File: src/rtl/matvec_pkg.sv
// matvec_pkg: shared FSM encoding, default dimensions and result-width helper
// for the matvec controller and datapath.
package matvec_pkg;
   typedef enum logic [1:0] {IDLE, LOAD, RUN, DRAIN} mv_state_e;
   localparam int R_DEF   = 8;
   localparam int C_DEF   = 8;
   localparam int W_X_DEF = 8;
   localparam int W_K_DEF = 8;
   function automatic int calc_w_y(input int w_x, input int w_k, input int c);
      return w_x + w_k + $clog2(c);
   endfunction
endpackage

File: src/rtl/matvec_ctrl.sv
// matvec_ctrl: weight bank, in-flight vector tracking and pipeline stall
// control for the matvec_mul adder-tree datapath.
module matvec_ctrl
   import matvec_pkg::*;
#(
   parameter int R = R_DEF,
   parameter int C = C_DEF,
   parameter int W_X = W_X_DEF,
   parameter int W_K = W_K_DEF,
   localparam int DEPTH = $clog2(C),
   localparam int W_Y = calc_w_y(W_X, W_K, C)
) (
   input  logic               clk,
   input  logic               rstn,
   input  logic               s_k_valid,
   output logic               s_k_ready,
   input  logic [C*W_K-1:0]   s_k_data,
   input  logic               s_x_valid,
   output logic               s_x_ready,
   input  logic [C*W_X-1:0]   s_x_data,
   output logic               m_y_valid,
   input  logic               m_y_ready,
   output logic [R*W_Y-1:0]   m_y_data,
   output logic               mv_cen,
   output logic [R*C*W_K-1:0] mv_k,
   output logic [C*W_X-1:0]   mv_x,
   input  logic [R*W_Y-1:0]   mv_y,
   output logic               weights_ok
);
   localparam int W_R = (R > 1) ? $clog2(R) : 1;
   localparam int W_V = DEPTH + 1;

   mv_state_e          r_state, w_next;
   logic [W_V-1:0]     r_vld;
   logic [W_R-1:0]     r_row_cnt;
   logic [R*C*W_K-1:0] r_bank;
   logic               w_cen, w_k_fire, w_x_fire, w_last_row;

   // A result waiting on a stalled consumer freezes the whole pipeline.
   assign w_cen      = !(r_vld[DEPTH] && !m_y_ready);
   assign w_k_fire   = s_k_valid && s_k_ready;
   assign w_x_fire   = s_x_valid && s_x_ready;
   assign w_last_row = r_row_cnt == W_R'(R - 1);

   assign s_k_ready  = (r_state == IDLE) || (r_state == LOAD);
   assign s_x_ready  = (r_state == RUN) && w_cen;
   assign weights_ok = (r_state == RUN) || (r_state == DRAIN);
   assign m_y_valid  = r_vld[DEPTH];
   assign m_y_data   = mv_y;
   assign mv_cen     = w_cen;
   assign mv_k       = r_bank;
   assign mv_x       = s_x_data;

   always_comb begin
      w_next = r_state;
      case (r_state)
         IDLE, LOAD: if (w_k_fire) w_next = w_last_row ? RUN : LOAD;
         RUN:        if (s_k_valid) w_next = DRAIN;
         DRAIN:      if (r_vld == '0) w_next = IDLE;
         default:    w_next = IDLE;
      endcase
   end

   always_ff @(posedge clk or negedge rstn) begin
      if (!rstn) begin
         r_state   <= IDLE;
         r_vld     <= '0;
         r_row_cnt <= '0;
         r_bank    <= '0;
      end else begin
         r_state <= w_next;
         if (w_cen) r_vld <= W_V'({r_vld, w_x_fire});
         if (w_k_fire) begin
            r_bank[int'(r_row_cnt)*C*W_K +: C*W_K] <= s_k_data;
            r_row_cnt <= w_last_row ? '0 : r_row_cnt + 1'b1;
         end
      end
   end
endmodule
File: config.mk
export PLATFORM = sky130hd
export DESIGN_NAME = matvec_ctrl
export DESIGN_NICKNAME = d
export VERILOG_FILES = /design/src/rtl/matvec_pkg.sv /design/src/rtl/matvec_ctrl.sv
export SDC_FILE = /design/constraint.sdc
export NUM_CORES = 1
export LEC_CHECK = 0
export BUFFER_PORTS_ARGS = -buffer_cell sky130_fd_sc_hd__buf_2
export CAP_MARGIN = 20
export CORE_AREA = 2 2 394 396
export DETAILED_ROUTE_END_ITERATION = 7
export DIE_AREA = 0 0 396 398
export GPL_ROUTABILITY_DRIVEN = 0
export GPL_TIMING_DRIVEN = 0
export HOLD_SLACK_MARGIN = 0.05
export SETUP_SLACK_MARGIN = 0.02
export SLEW_MARGIN = 10
export SYNTH_ARGS = -nofsm -noshare
export SYNTH_HDL_FRONTEND = slang
export SYNTH_SLANG_ARGS = --single-unit
File: constraint.sdc
create_clock -name clk -period 3.1 [get_ports clk]
set_input_delay 0.465 -clock clk [delete_from_list [all_inputs] [get_ports clk]]
set_output_delay 0.465 -clock clk [all_outputs]
set_load 0.05 [all_outputs]
; ---- Word-level counts from Yosys, hierarchy flattened
; Index checks and enable logic that the tools add are counted.
[word_totals]
regBits = 521
latch_bits = 0
ram_bits = 0
rom_bits = 0
in_bits = 285
output_inout_bits = 733
word_cells = 34
memories = 0
[op_classes]
addsub = 2
n_mul = 0
div = 0
n_lt_le_gt_ge = 0
eq_ne = 7
shifts = 2
mux = 7
bitwise = 0
reduce_logical = 12
[ops]
columns = cell, count
row1 = 512-bit bitwise mux, 1
row2 = 64-bit by 33-bit variable shift with 512-bit output (first input constant), 1
row3 = 64-bit by 33-bit variable part select with 512-bit output, 1
row4 = 9-bit negation with 33-bit output, 1
row5 = 2-bit two-way mux, 4
row6 = 2-bit one-hot mux with 3 select lines, 1
row7 = 2-bit equality test (second input constant), 2
row8 = 1-bit logical AND, 4
row9 = 4-bit logical NOT, 1
row10 = 2-bit != test (second input constant), 2
row11 = 3-bit by 1-bit adder with 3-bit output (second input constant), 1
row12 = 3-bit equality test (second input constant), 1
row13 = 3-bit two-way mux, 1
row14 = 3-bit AND reduction, 1
row15 = 2-bit by 1-bit equality test with 1-bit output (second input constant), 1
row16 = 1-bit logical NOT, 2
row17 = 2-bit logical NOT, 1
row18 = 1-bit logical OR, 2
row19 = 2-bit by 1-bit != test with 1-bit output (second input constant), 1
row20 = 2-bit OR reduction, 1

; ---- Logic depth before layout (Yosys ltp)
; Gate-level depths: netlist of the first run.
[depth]
depth_word = 5
mapped_depth = 10
ltp_nobuf = 6

; ---- Worst setup path before layout of the first run
; OpenSTA, ideal clock, no wires.
[synth_timing]
kind = reg2reg
startpoint = reg r_row_cnt[0]
endpoint = reg r_bank[108], in the netlist mv_k[108]
arrival_time_ps = 2387
slack_ps = 588
path_stages_with_launch = 10
period_less_slack_ps = 2512
path_cell_list = dfrtp_1 -> buf_4 -> inv_1 -> ha_1 -> ha_1 -> buf_2 -> nand2_1 -> nor3_4 -> buf_6 -> mux2_4
[synth_via]
elab_chain_cells = 3
[synth_rtl]
columns = item, line
row1 = from (decl), matvec_ctrl.sv:35  ; logic [W_R-1:0] r_row_cnt;
row2 = from (signal assigned), matvec_ctrl.sv:75  ; r_row_cnt <= w_last_row ? '0 : r_row_cnt + 1'b1;
row3 = 9-bit negation with 33-bit output (*), matvec_ctrl.sv:74  ; r_bank[int'(r_row_cnt)*C*W_K +: C*W_K] <= s_k_data;
row4 = 64-bit by 33-bit variable part select with 512-bit output or 64-bit by 33-bit variable shift with 512-bit output (tied branches), matvec_ctrl.sv:74
row5 = 512-bit bitwise mux (*), matvec_ctrl.sv:74
row6 = "to (signal, indexed assignment)", matvec_ctrl.sv:74
row7 = to (decl), matvec_ctrl.sv:36  ; logic [R*C*W_K-1:0] r_bank;
; Mark *: on every way between the ends. The rest lies on a longest branch, timed or not.
; A chain may end at the register's enable or synchronous reset.

; ---- Final worst setup path of the first run
[layout_timing]
startpoint = reg r_row_cnt[0]
endpoint = reg r_bank[451], in the netlist mv_k[451]
; Same word-level chain as after synthesis.

==> results of run 1 <==
registers in the layout, summed over array words and instances, names as in the netlist:
register,count
r_vld,4
r_state,2
mv_k,512
r_row_cnt,3
power breakdown:
group          internal [mW]  leakage, nW  switching [mW]
clock                   4.49         1.04            3.18
combinational           5.59         9.63            16.1
sequential              9.26         7.06            1.31
total                   19.3         17.7            20.6
synth_stat cells, drive strengths merged, types with 2 or more instances:
| cell type | number | area [um^2] |
|---|---|---|
| nor3b | 5 | 52.55 |
| nand4b | 2 | 38.78 |
| nor2b | 2 | 12.51 |
| a21bo | 8 | 80.08 |
| nor2 | 2 | 7.510 |
| ha | 8 | 100.1 |
| o22ai | 2 | 12.51 |
| dfrtp | 521 | 13040 |
| nand2 | 110 | 420.4 |
| o21ai | 2 | 10.01 |
| mux2i | 98 | 980.9 |
| buf | 283 | 2316 |
| and2 | 105 | 656.9 |
| mux2 | 371 | 4369 |
| and4 | 35 | 306.5 |
| nor3 | 7 | 68.82 |
| nor4 | 2 | 12.51 |
| nand4 | 9 | 71.32 |
| nand2b | 2 | 20.02 |
| and3b | 2 | 17.52 |
| and3 | 52 | 325.3 |
| clkbuf | 36 | 135.1 |
| a21o | 35 | 262.8 |
| inv | 104 | 390.4 |
what timing repair did:
action / in CTS / in global routing
cloned: 0 / 1
buffers inserted: 7 / 2
pin swaps: 5 / 1
endpoints found under the setup margin: 372 / 160
hold buffers: 2 / 0
gates resized for setup: 20 / 5
endpoints found under the hold margin: 86 / 0
metrics by stage:
stage | std cells | util (%) | hold slack (ps) | cell area [um^2] | setup WS, ps
floorplan | 1813 | - | 169.4 | 23800 | 587.8
global placement | 4658 | 19.80 | 456.5 | 30360 | -10040
detailed placement | 4674 | 20.04 | 460.3 | 30730 | -707.2
CTS | 4798 | 21.52 | 56.71 | 33000 | 16.99
global route | 4805 | 21.55 | 87.31 | 33050 | 21.18
finish | 4815 | 21.57 | 130.6 | 33070 | 116.5
cells by family (layout without fill, tap and decap cells):
| kind of cell | count (synthesis) | in the layout | synth area share (%) |
|---|---|---|---|
| DFF | 521 | 521 | 54.78 |
| muxes | 469 | 469 | 22.48 |
| buffers and inverters | 423 | 1367 | 11.94 |
| and+or+nand+nor | 342 | 342 | 8.743 |
| AOI/OAI and AO/OA | 50 | 50 | 1.630 |
| adders and majority gates | 8 | 8 | 0.4206 |
| other | 0 | 14 | 0 |
metal layers:
metal / up-vias / GRT usage (%) / routed length (um)
met5: - / 0 / 0
met1: 8880 / 15.78 / 44150
li1: 7691 / - / -
met3: 123 / 3.351 / 7212
met4: 0 / 4.373 / 3147
met2: 704 / 23.85 / 56010
critical path, delay by kind of cell (launching register included):
kind | cells | cell delay [ps]
buffers and inverters | 4 | 1160
adder cells (fa/ha/maj) | 2 | 580
AND/OR/NAND/NOR | 2 | 470
flip-flops | 1 | 410
AO/OA/AOI/OAI | 1 | 260
layout make-up:
type	instances	area share, %
sequential	521	39.42
multi-input combinational	869	24.03
timing repair buffer	829	13.52
tap	2044	7.733
buffer	318	7.589
clock buffer	93	5.788
inverter	104	1.180
clock inverter	23	0.6318
antenna	14	0.1059
final timing paths:
kind,start,to,slack (ps),depth (start not counted)
min in group asynchronous,rstn,mv_k[178]$_DFFE_PN0P_,460,2
min,s_k_data[28],mv_k[284]$_DFFE_PN0P_,130,3
max in group asynchronous,rstn,mv_k[14]$_DFFE_PN0P_,700,5
max,r_row_cnt[0]$_DFFE_PN0P_,mv_k[451]$_DFFE_PN0P_,120,9
max reg2reg,r_row_cnt[0]$_DFFE_PN0P_,mv_k[451]$_DFFE_PN0P_,120,9
min reg2reg,mv_k[487]$_DFFE_PN0P_,mv_k[487]$_DFFE_PN0P_,470,1
==> summary.txt, run 1 <==
Floorplan
  • Row count: around 140
  • Die H: between 300 and 400 um
  • Initial Util: between 15 and 20%
  • Die Wd: 396 um
  • Core Area: between 150000 and 200000 um^2
  • IO Pins: slightly above 1k
  • Die Footprint: roughly 160000 um^2

Drt
  • 1st-pass router iterations: 5
  • Via density: ~3.6
  • Routed wire length: 110.5 mm
  • Initial DRC Count: between 700 and 800
  • Remaining DRCs: 0
  • Final ANT Viol Nets: 0
  • Routed length per placed instance: around 23 um
  • Vias: around 17k

Critical path
  • Most used cell, CP: ha_1
  • Slowest cell delay on critical path: 510 ps
  • Worst Path Required: around 3700 ps
  • Worst-path maximum fanout: 11
  • Startpoint type of the worst setup path: flip-flop
  • Critical Path Sink Type: flip-flop
  • Slowest CP cell: buf_2
  • Critical path, cell by cell: buf_6 > inv_1 > ha_1 > ha_1 > and4bb_1 > buf_4 > buf_2 > nand4_1 > a21bo_2
  • WP data arrival: between 3000 and 4000 ps
  • CP Class: flip-flop to flip-flop

Timing
  • Setup TNS: 0 ps
  • Final setup fails: 0
  • Worst slew pin tran: 1129 ps
  • Crit share post-route: 96.24%
  • FMAX: 335.2 MHz
  • Final-report hold violation count: 0
  • RSZ-0062 raised after global routing: no
  • Max_slew headroom: roughly 25%
  • Max Slew Vio Count: 0
  • Minimum clock period: 2984 ps
  • Clk_skew: 27.42 ps

Pwr
  • Worst VDD drop: 0.6598 mV
  • P_leak: approximately 18 nW
  • Power density over cell area: around 1200 nW/um^2
  • Power, Total: 39.94 mW

Logic synthesis
  • Mapped cell area: about 24000 um^2
  • Post-synth ARST share: 100.0%
  • Synth unique cells: between 40 and 50
  • Post-synth top flop: dfrtp_1
  • Synth Register Bits: about 520
  • Mean Syn Cell Area: ~13 um^2
  • Syn Nets: 2106
  • Mapped Cells: between 1.5k and 2k
  • Syn. warnings: 0
  • Number of synthesized flops with an enable pin: 0
  • Sequential area share after synthesis: between 50% and 60%

Final layout
  • Register Area: between 10000 and 15000 um^2
  • Area added between synthesis and finish: 38.97%
  • Most frequent cells in the layout: 804 x buf_2, 520 x dfrtp_1, 254 x mux2_2
  • Layout Nets: ~3.0k
  • Layout cell share with drive strength beyond 1: between 50% and 60%
  • Most common cell after layout, fill and taps aside: buf_2
  • Filler cell count: 16.56k
  • Multi-input gate area: approximately 8000 um^2

Clock network
  • Clk root buf: clkbuf_16
  • CTS H-tree lvls: 3
  • CTS Buf Count: between 60 and 70
  • CTS max path bufs: 3
  • Num Clock Sinks: between 500 and 600
  • Clock Latency Late Sink: around 640 ps
  • CTS tree: yes
  • Reg clk slew, reported paths: roughly 60 ps

Placement
  • Port bufs: 801
  • DPL Wire Length: 86.73 mm

Global route
  • Pin count of the biggest net entering global routing: ~100
  • Vias in the first global route: approximately 18k
  • GRT overflow: 0
  • First-pass GRT wire length: ~150 mm
  • Initial antenna violation count: 30
  • GRT Overall Usage: around 13%

Outcome
  • Status: finished, final reports clean

Run
  • Max Cap Violations: 0

Worst hold path
  • Min-delay worst type: input port to flip-flop
Note: power is estimated with default switching activity, not from simulation.
==> inputs of run 2 (changes only) <==
--- a/config.mk
+++ b/config.mk
@@ -5,14 +5,16 @@
 export SDC_FILE = /design/constraint.sdc
 export NUM_CORES = 1
 export LEC_CHECK = 0
+export ABC_AREA = 1
 export BUFFER_PORTS_ARGS = -buffer_cell sky130_fd_sc_hd__buf_2
 export CAP_MARGIN = 20
-export CORE_AREA = 2 2 394 396
+export CORE_AREA = 2 2 391 393
 export DETAILED_ROUTE_END_ITERATION = 7
-export DIE_AREA = 0 0 396 398
+export DIE_AREA = 0 0 393 395
 export GPL_ROUTABILITY_DRIVEN = 0
 export GPL_TIMING_DRIVEN = 0
 export HOLD_SLACK_MARGIN = 0.05
+export PLACE_DENSITY = 0.37
 export SETUP_SLACK_MARGIN = 0.02
 export SLEW_MARGIN = 10
 export SYNTH_ARGS = -nofsm -noshare
==> constraint.sdc (replaced) <==
create_clock -name clk -period 2.4 [get_ports clk]
set_input_delay 0.36 -clock clk [delete_from_list [all_inputs] [get_ports clk]]
set_output_delay 0.36 -clock clk [all_outputs]
set_load 0.05 [all_outputs]
==> summary.txt, run 2 <==
Pwr
  • Worst VDD drop: about 0.68 mV
  • Clock power share: between 15 and 20%
  • Switching part of the total: between 50% and 60%
  • Switching Power: 35.89 mW
  • Power density over cell area: 1789 nW/um^2
  • Gate power share: 59.7%
  • Seq pwr share: roughly 22%
  • Internal: 26.94 mW
  • P_leak: around 19 nW

Critical path
  • Worst-path maximum fanout: 10
  • Worst Path Required: about 3000 ps
  • Buf/Inv on CP: 4
  • Slowest cell delay on critical path: about 370 ps
  • WP data arrival: ~2900 ps
  • Slowest CP cell: dfrtp_1
  • CP Class: flip-flop to flip-flop
  • Critical path, cell by cell: buf_6 > inv_4 > ha_4 > ha_1 > nor2_4 > buf_4 > clkbuf_2 > nand3_1 > nand3b_1 > nand2_1
  • Critical Path Sink Type: flip-flop
  • Cell family with most CP delay: buffers and inverters
  • Startpoint type of the worst setup path: flip-flop

Timing
  • Minimum clock period: ~2300 ps
  • Worst slew pin tran: approximately 1000 ps
  • Max Slew Vio Count: 0
  • FMAX: approximately 440 MHz
  • Final-report hold violation count: 0
  • Max_slew headroom: 33.42%
  • Clk_skew: about 20 ps
  • Crit share post-route: between 90% and 100%
  • Hold_ws: 43.01 ps
  • Final setup fails: 0
  • RSZ-0062 raised after global routing: no

Outcome
  • Status: finished, final reports clean

Logic synthesis
  • Synth unique cells: 25
  • Mean Syn Cell Area: ~8.3 um^2
  • Post-synth ARST share: between 90% and 100%
  • Synth top cells by count: 1104 x nand2_1, 521 x dfrtp_1, 328 x nand3_1
  • Synth Register Bits: approximately 520
  • Sequential area share after synthesis: a little over half
  • Top cells by area, synth: dfrtp_1 54%, nand2_1 17%, buf_4 7.4%, nand3_1 6.8%, buf_2 2.7%
  • Yosys top cell area share: between 50% and 60%
  • Mapped cell area: about 24000 um^2
  • Syn. warnings: 0
  • Number of synthesized flops with an enable pin: 0
  • Cell taking the most area after synthesis: dfrtp_1
  • Top-count cell post-synth: nand2_1
  • Mapped Cells: 2893
  • Syn Nets: between 3k and 4k
  • Post-synth top flop: dfrtp_1

Final layout
  • Layout Nets: roughly 4.2k
  • Layout cell share with drive strength beyond 1: 36.01%
  • Post-route design area: between 30000 and 40000 um^2
  • Area added between synthesis and finish: 45.50%
  • Most frequent cells in the layout: 1102 x nand2_1, 865 x buf_2, 521 x dfrtp_1
  • Max reg flops: slightly above 500
  • Multi-input gate area: ~8400 um^2
  • Filler cell count: between 15k and 20k
  • Register Area: roughly 13000 um^2
  • Most common cell after layout, fill and taps aside: nand2_1

Clock network
  • CTS Buf Count: 73
  • CTS tree: yes
  • CTS max path bufs: 3
  • Num Clock Sinks: around 520
  • Clk root buf: clkbuf_16
  • Clock Latency Late Sink: roughly 660 ps
  • CTS H-tree lvls: 3
  • Reg clk slew, reported paths: about 60 ps

Floorplan
  • IO Pins: around 1.0k
  • Die H: just under 400 um
  • Die Wd: just under 400 um
  • Die Footprint: 155200 um^2
  • Core Area: about 150000 um^2
  • Initial Util: between 10% and 20%
  • Row count: approximately 140

Run
  • Max Cap Violations: 0

Drt
  • Vias: about 24k
  • 1st-pass router iterations: 5
  • Remaining DRCs: 0
  • Initial DRC Count: approximately 1.5k
  • Routed wire length: between 100 and 150 mm
  • Final ANT Viol Nets: 0
  • Routed length per placed instance: approximately 25 um
  • Via density: ~4

Placement
  • DPL Wire Length: about 110 mm
  • Placed Area: ~31000 um^2
  • Port bufs: about 800

Global route
  • Pin count of the biggest net entering global routing: between 90 and 100
  • GRT overflow: 0
  • GRT Overall Usage: 18.45%
  • Vias in the first global route: between 20k and 25k
  • First-pass GRT wire length: 197.8 mm
  • Initial antenna violation count: 11

Worst hold path
  • Min-delay worst type: input port to flip-flop
## run 2: changes by cell type in the layout (fill, tap and decap cells not counted), sizes merged, moves of 36 or more
cell / change
nand3: +327
o21ai: +134
mux2: -371
and3: -52
inv: -66
nand4: +36
nand2: +1002
buf: +108
dlygate4sd3: +64
mux2i: -98
nand3b: +64
nor2: +173
and2: -105
## run 2: cell type report
type                       instances  area share (%)
antenna                            6         0.04275
timing repair buffer             906           15.05
inverter                          44          0.4987
clock buffer                     107           6.284
clock inverter                    22          0.7481
tap                             2030           7.231
buffer                           422           8.980
sequential                       521           37.12
multi-input combinational       1905           24.05
## run 2: cell families after synthesis
| logic type | after synthesis | synth area share (%) |
|---|---|---|
| simple gates | 1759 | 30.94 |
| flops | 521 | 54.01 |
| buf+inv | 467 | 11.75 |
| compound gates | 138 | 2.887 |
| fa+ha+maj | 8 | 0.4147 |
## run 2: path summary, 6_finish.rpt
| check | startpoint | end | slack [ps] | depth (start not counted) |
|---|---|---|---|---|
| max | r_row_cnt[0]$_DFFE_PN0P_ | mv_k[182]$_DFFE_PN0P_ | 140 | 10 |
| min | m_y_ready | r_vld[3]$_DFFE_PN0N_ | 40 | 3 |
| max reg2reg | r_row_cnt[0]$_DFFE_PN0P_ | mv_k[182]$_DFFE_PN0P_ | 140 | 10 |
| min reg2reg | mv_k[32]$_DFFE_PN0P_ | mv_k[32]$_DFFE_PN0P_ | 460 | 2 |
| max in group asynchronous | rstn | mv_k[347]$_DFFE_PN0P_ | 400 | 5 |
| min in group asynchronous | rstn | mv_k[7]$_DFFE_PN0P_ | 290 | 2 |
## run 2: power groups by stage
stage	Combinational [mW]	Sequential (mW)	Clock, mW
2_1_floorplan	10.4	25.1	0
3_3_place_gp	35.7	14.0	0
3_5_place_dp	35.8	14.0	0
4_1_cts	38.1	13.9	11.8
5_1_grt	39.9	14.3	12.1
6_report	37.5	13.9	11.4
## run 2: layer usage
| layer | routed length [um] | global-route usage, % | vias to the layer above |
|---|---|---|---|
| li1 | - | - | 11040 |
| met1 | 62110 | 23.10 | 11700 |
| met2 | 69120 | 30.28 | 828 |
| met3 | 11840 | 5.870 | 141 |
| met4 | 3485 | 5.104 | 2 |
| met5 | 13 | 0 | - |
## run 2: per-stage QoR
| stage | cells | setup TNS (ps) | util (%) | total power [mW] | setup WS (ps) |
|---|---|---|---|---|---|
| 2_1_floorplan | 2893 | 0 | - | 35.52 | 130.6 |
| 3_3_place_gp | 5724 | -6302630 | 20.30 | 49.69 | -11640 |
| 3_5_place_dp | 5730 | -287900 | 20.42 | 49.80 | -964.9 |
| 4_1_cts | 5955 | 0 | 23.18 | 63.83 | 8.320 |
| 5_1_grt | 5959 | 0 | 23.23 | 66.28 | 15.00 |
| 6_report | 5963 | 0 | 23.23 | 62.83 | 136.8 |
## run 2: worst min-delay path: stages
cell	delay [ps]
buf_2	70
or2_2	150
nand2_1	70
## run 2: what timing repair did
action	CTS	global route
hold endpoints to repair	188	0
setup buffers	27	3
gates resized for setup	218	13
hold buffers	66	0
endpoints found under the setup margin	513	317
pin swaps	6	1
cloned	3	0
==> inputs of run 3 (changes only) <==
==> constraint.sdc (replaced) <==
create_clock -name clk -period 2.4 [get_ports clk]
set_input_delay 0.48 -clock clk [delete_from_list [all_inputs] [get_ports clk]]
set_output_delay 0.48 -clock clk [all_outputs]
set_load 0.05 [all_outputs]
==> summary.txt, run 3 (synthesized netlist as in run 2, its figures left out) <==
Drt
  • Routed length per placed instance: 24.90 um
  • Vias: 23.46k
  • Met1 WL: 61.68 mm
  • DR top layer: met5
  • Via density: 3.988
  • Remaining DRCs: 0
  • Met2 wire length: between 60 and 70 mm
  • 1st-pass router iterations: 5
  • Routed wl met3: around 12 mm
  • Initial DRC Count: roughly 1.3k
  • Routed wire length: around 150 mm
  • Final ANT Viol Nets: 0

Floorplan
  • Row count: 143
  • Die Footprint: around 160000 um^2
  • IO Pins: ~1k
  • Core Area: roughly 150000 um^2
  • Initial Util: between 15 and 20%
  • Die H: between 300 and 400 um
  • Die Wd: slightly below 400 um

Timing
  • Max Slew Vio Count: 0
  • Clk_skew: approximately 28 ps
  • Final setup fails: 0
  • Minimum clock period: about 2300 ps
  • Crit share post-route: a little over nine tenths
  • Max_slew headroom: between 20 and 25%
  • FMAX: roughly 440 MHz
  • Worst Slack Setup Final: around 140 ps
  • Final-report hold violation count: 0
  • Worst slew pin tran: ~1200 ps
  • RSZ-0062 raised after global routing: yes

Placement
  • Port bufs: ~800
  • Placement Setup Slack: -908.4 ps
  • Placed Area: about 30000 um^2
  • DPL Wire Length: 112.0 mm

Clock network
  • CTS H-tree lvls: 3
  • Clock Latency Late Sink: between 600 and 700 ps
  • Reg clk slew, reported paths: 60 ps
  • CTS max path bufs: 3
  • CTS Buf Count: between 70 and 80
  • Num Clock Sinks: between 500 and 600
  • CTS tree: yes
  • Clk root buf: clkbuf_16

Pwr
  • Clock power share: about 18%
  • Seq pwr share: 22.5%
  • P_leak: 18.83 nW
  • Gate power share: 59.9%
  • Power density over cell area: ~1800 nW/um^2
  • Switching Power: around 36 mW
  • Internal: between 20 and 30 mW
  • Worst VDD drop: around 1.2 mV
  • Switching part of the total: approximately 58%

Critical path
  • Startpoint type of the worst setup path: flip-flop
  • CP Class: flip-flop to flip-flop
  • WP data arrival: around 2800 ps
  • Worst reg2reg setup slack: approximately 140 ps
  • Worst-path maximum fanout: 10
  • Worst-case reg-to-reg path depth: 12
  • Critical Path Sink Type: flip-flop
  • Reg2reg start: r_row_cnt[0]$_DFFE_PN0P_
  • Worst Path Required: between 2000 and 3000 ps
  • Terminus of the critical flop-to-flop path: mv_k[117]$_DFFE_PN0P_

Final layout
  • Max reg flops: between 500 and 600
  • Most frequent cells in the layout: 1102 x nand2_1, 874 x buf_2, 520 x dfrtp_1
  • Layout cell share with drive strength beyond 1: 36.23%
  • Filler cell count: 16.93k
  • Most common cell after layout, fill and taps aside: nand2_1
  • Layout Nets: about 4k
  • Post-route design area: about 34000 um^2
  • Area added between synthesis and finish: 41.85%

Worst hold path
  • Hold Path Sink: mv_k[34]$_DFFE_PN0P_
  • Hold wc startpoint: s_k_data[34]
  • Cell count of the worst hold path: 3
  • Min-delay worst type: input port to flip-flop

Global route
  • Vias in the first global route: approximately 23k
  • Pin count of the biggest net entering global routing: between 80 and 90
  • GRT overflow: 0
  • GRT Overall Usage: a little under a fifth
  • First-pass GRT wire length: just under 200 mm
  • Initial antenna violation count: 10

Run
  • Max Cap Violations: 0

Outcome
  • Status: finished, final reports clean
==> run 3: cell types whose count changed in the layout (fill, tap and decap cells not counted), sizes merged <==
cell,change
diode,-3
bufbuf,-2
dlygate4sd3,-63
buf,-9
clkbuf,-2
clkinv,-3
bufinv,-1
nand2,+3
==> run 3: timing repair <==
action / 4_1_cts / 5_1_grt
hold buffers: 3 / 0
hold endpoints to repair: 55 / 0
pin swaps: 6 / 3
buffers inserted: 15 / 5
endpoints found under the setup margin: 515 / 459
cloned: 4 / 3
resized for setup: 196 / 34
==> run 3: area by class of cell <==
cell class / instances / area [um^2] / area share (%)
multi-input combinational: 1908 / 8516 / 24.87
antenna: 3 / 7.507 / 0.02192
clock inverter: 18 / 225.2 / 0.6577
sequential: 521 / 13040 / 38.08
clock buffer: 103 / 2071 / 6.047
tap: 2030 / 2540 / 7.418
inverter: 44 / 175.2 / 0.5116
timing repair buffer: 834 / 4511 / 13.17
buffer: 422 / 3158 / 9.223
==> run 3: per-layer routing <==
| metal | GRT usage (%) | up-vias |
|---|---|---|
| li1 | - | 10930 |
| met1 | 22.97 | 11580 |
| met2 | 29.71 | 816 |
| met3 | 6.214 | 130 |
| met4 | 4.577 | 8 |
| met5 | 0 | - |
==> run 3: worst max-delay path by stage <==
stage / start / end / depth (start not counted)
3_3_place_gp: rstn / mv_k[38]$_DFFE_PN0P_ / 1
3_5_place_dp: r_row_cnt[0]$_DFFE_PN0P_ / mv_k[153]$_DFFE_PN0P_ / 9
5_1_grt: r_row_cnt[0]$_DFFE_PN0P_ / mv_k[280]$_DFFE_PN0P_ / 11
2_1_floorplan: r_vld[3]$_DFFE_PN0N_ / s_x_ready / 5
6_report: r_row_cnt[0]$_DFFE_PN0P_ / mv_k[117]$_DFFE_PN0P_ / 12
4_1_cts: r_row_cnt[0]$_DFFE_PN0P_ / mv_k[29]$_DFFE_PN0P_ / 12
==> run 3: power by group through the flow <==
| stage | combinational, mW | clock [mW] | sequential, mW |
|---|---|---|---|
| final | 37.1 | 10.9 | 13.9 |
| after global routing | 39.3 | 11.5 | 14.3 |
| after CTS | 37.4 | 11.2 | 13.9 |
| after detailed placement | 35.6 | 0 | 14.1 |
| after global placement | 35.6 | 0 | 14.0 |
| after floorplan | 10.4 | 0 | 25.1 |
==> run 3: critical path: stages, from the launching register on <==
cell	delay [ps]
dfrtp_1	370
buf_6	140
inv_4	70
ha_4	170
ha_4	300
inv_2	70
a21oi_4	260
buf_12	150
buf_16	140
nand2_8	120
buf_8	210
nand2_1	70
nand2_1	40
==> run 3: metrics by stage <==
step | setup TNS [ps] | power (mW) | hold WS [ps] | std cells | utilization [%]
floorplan | 0 | 35.52 | 184.4 | 2893 | -
global placement | -6410040 | 49.63 | 450.6 | 5724 | 20.30
detailed placement | -277880 | 49.69 | 452.9 | 5730 | 20.42
CTS | 0 | 62.64 | 52.83 | 5872 | 22.50
global route | 0 | 65.14 | 100.8 | 5880 | 22.64
finish | 0 | 61.90 | 124.6 | 5883 | 22.65
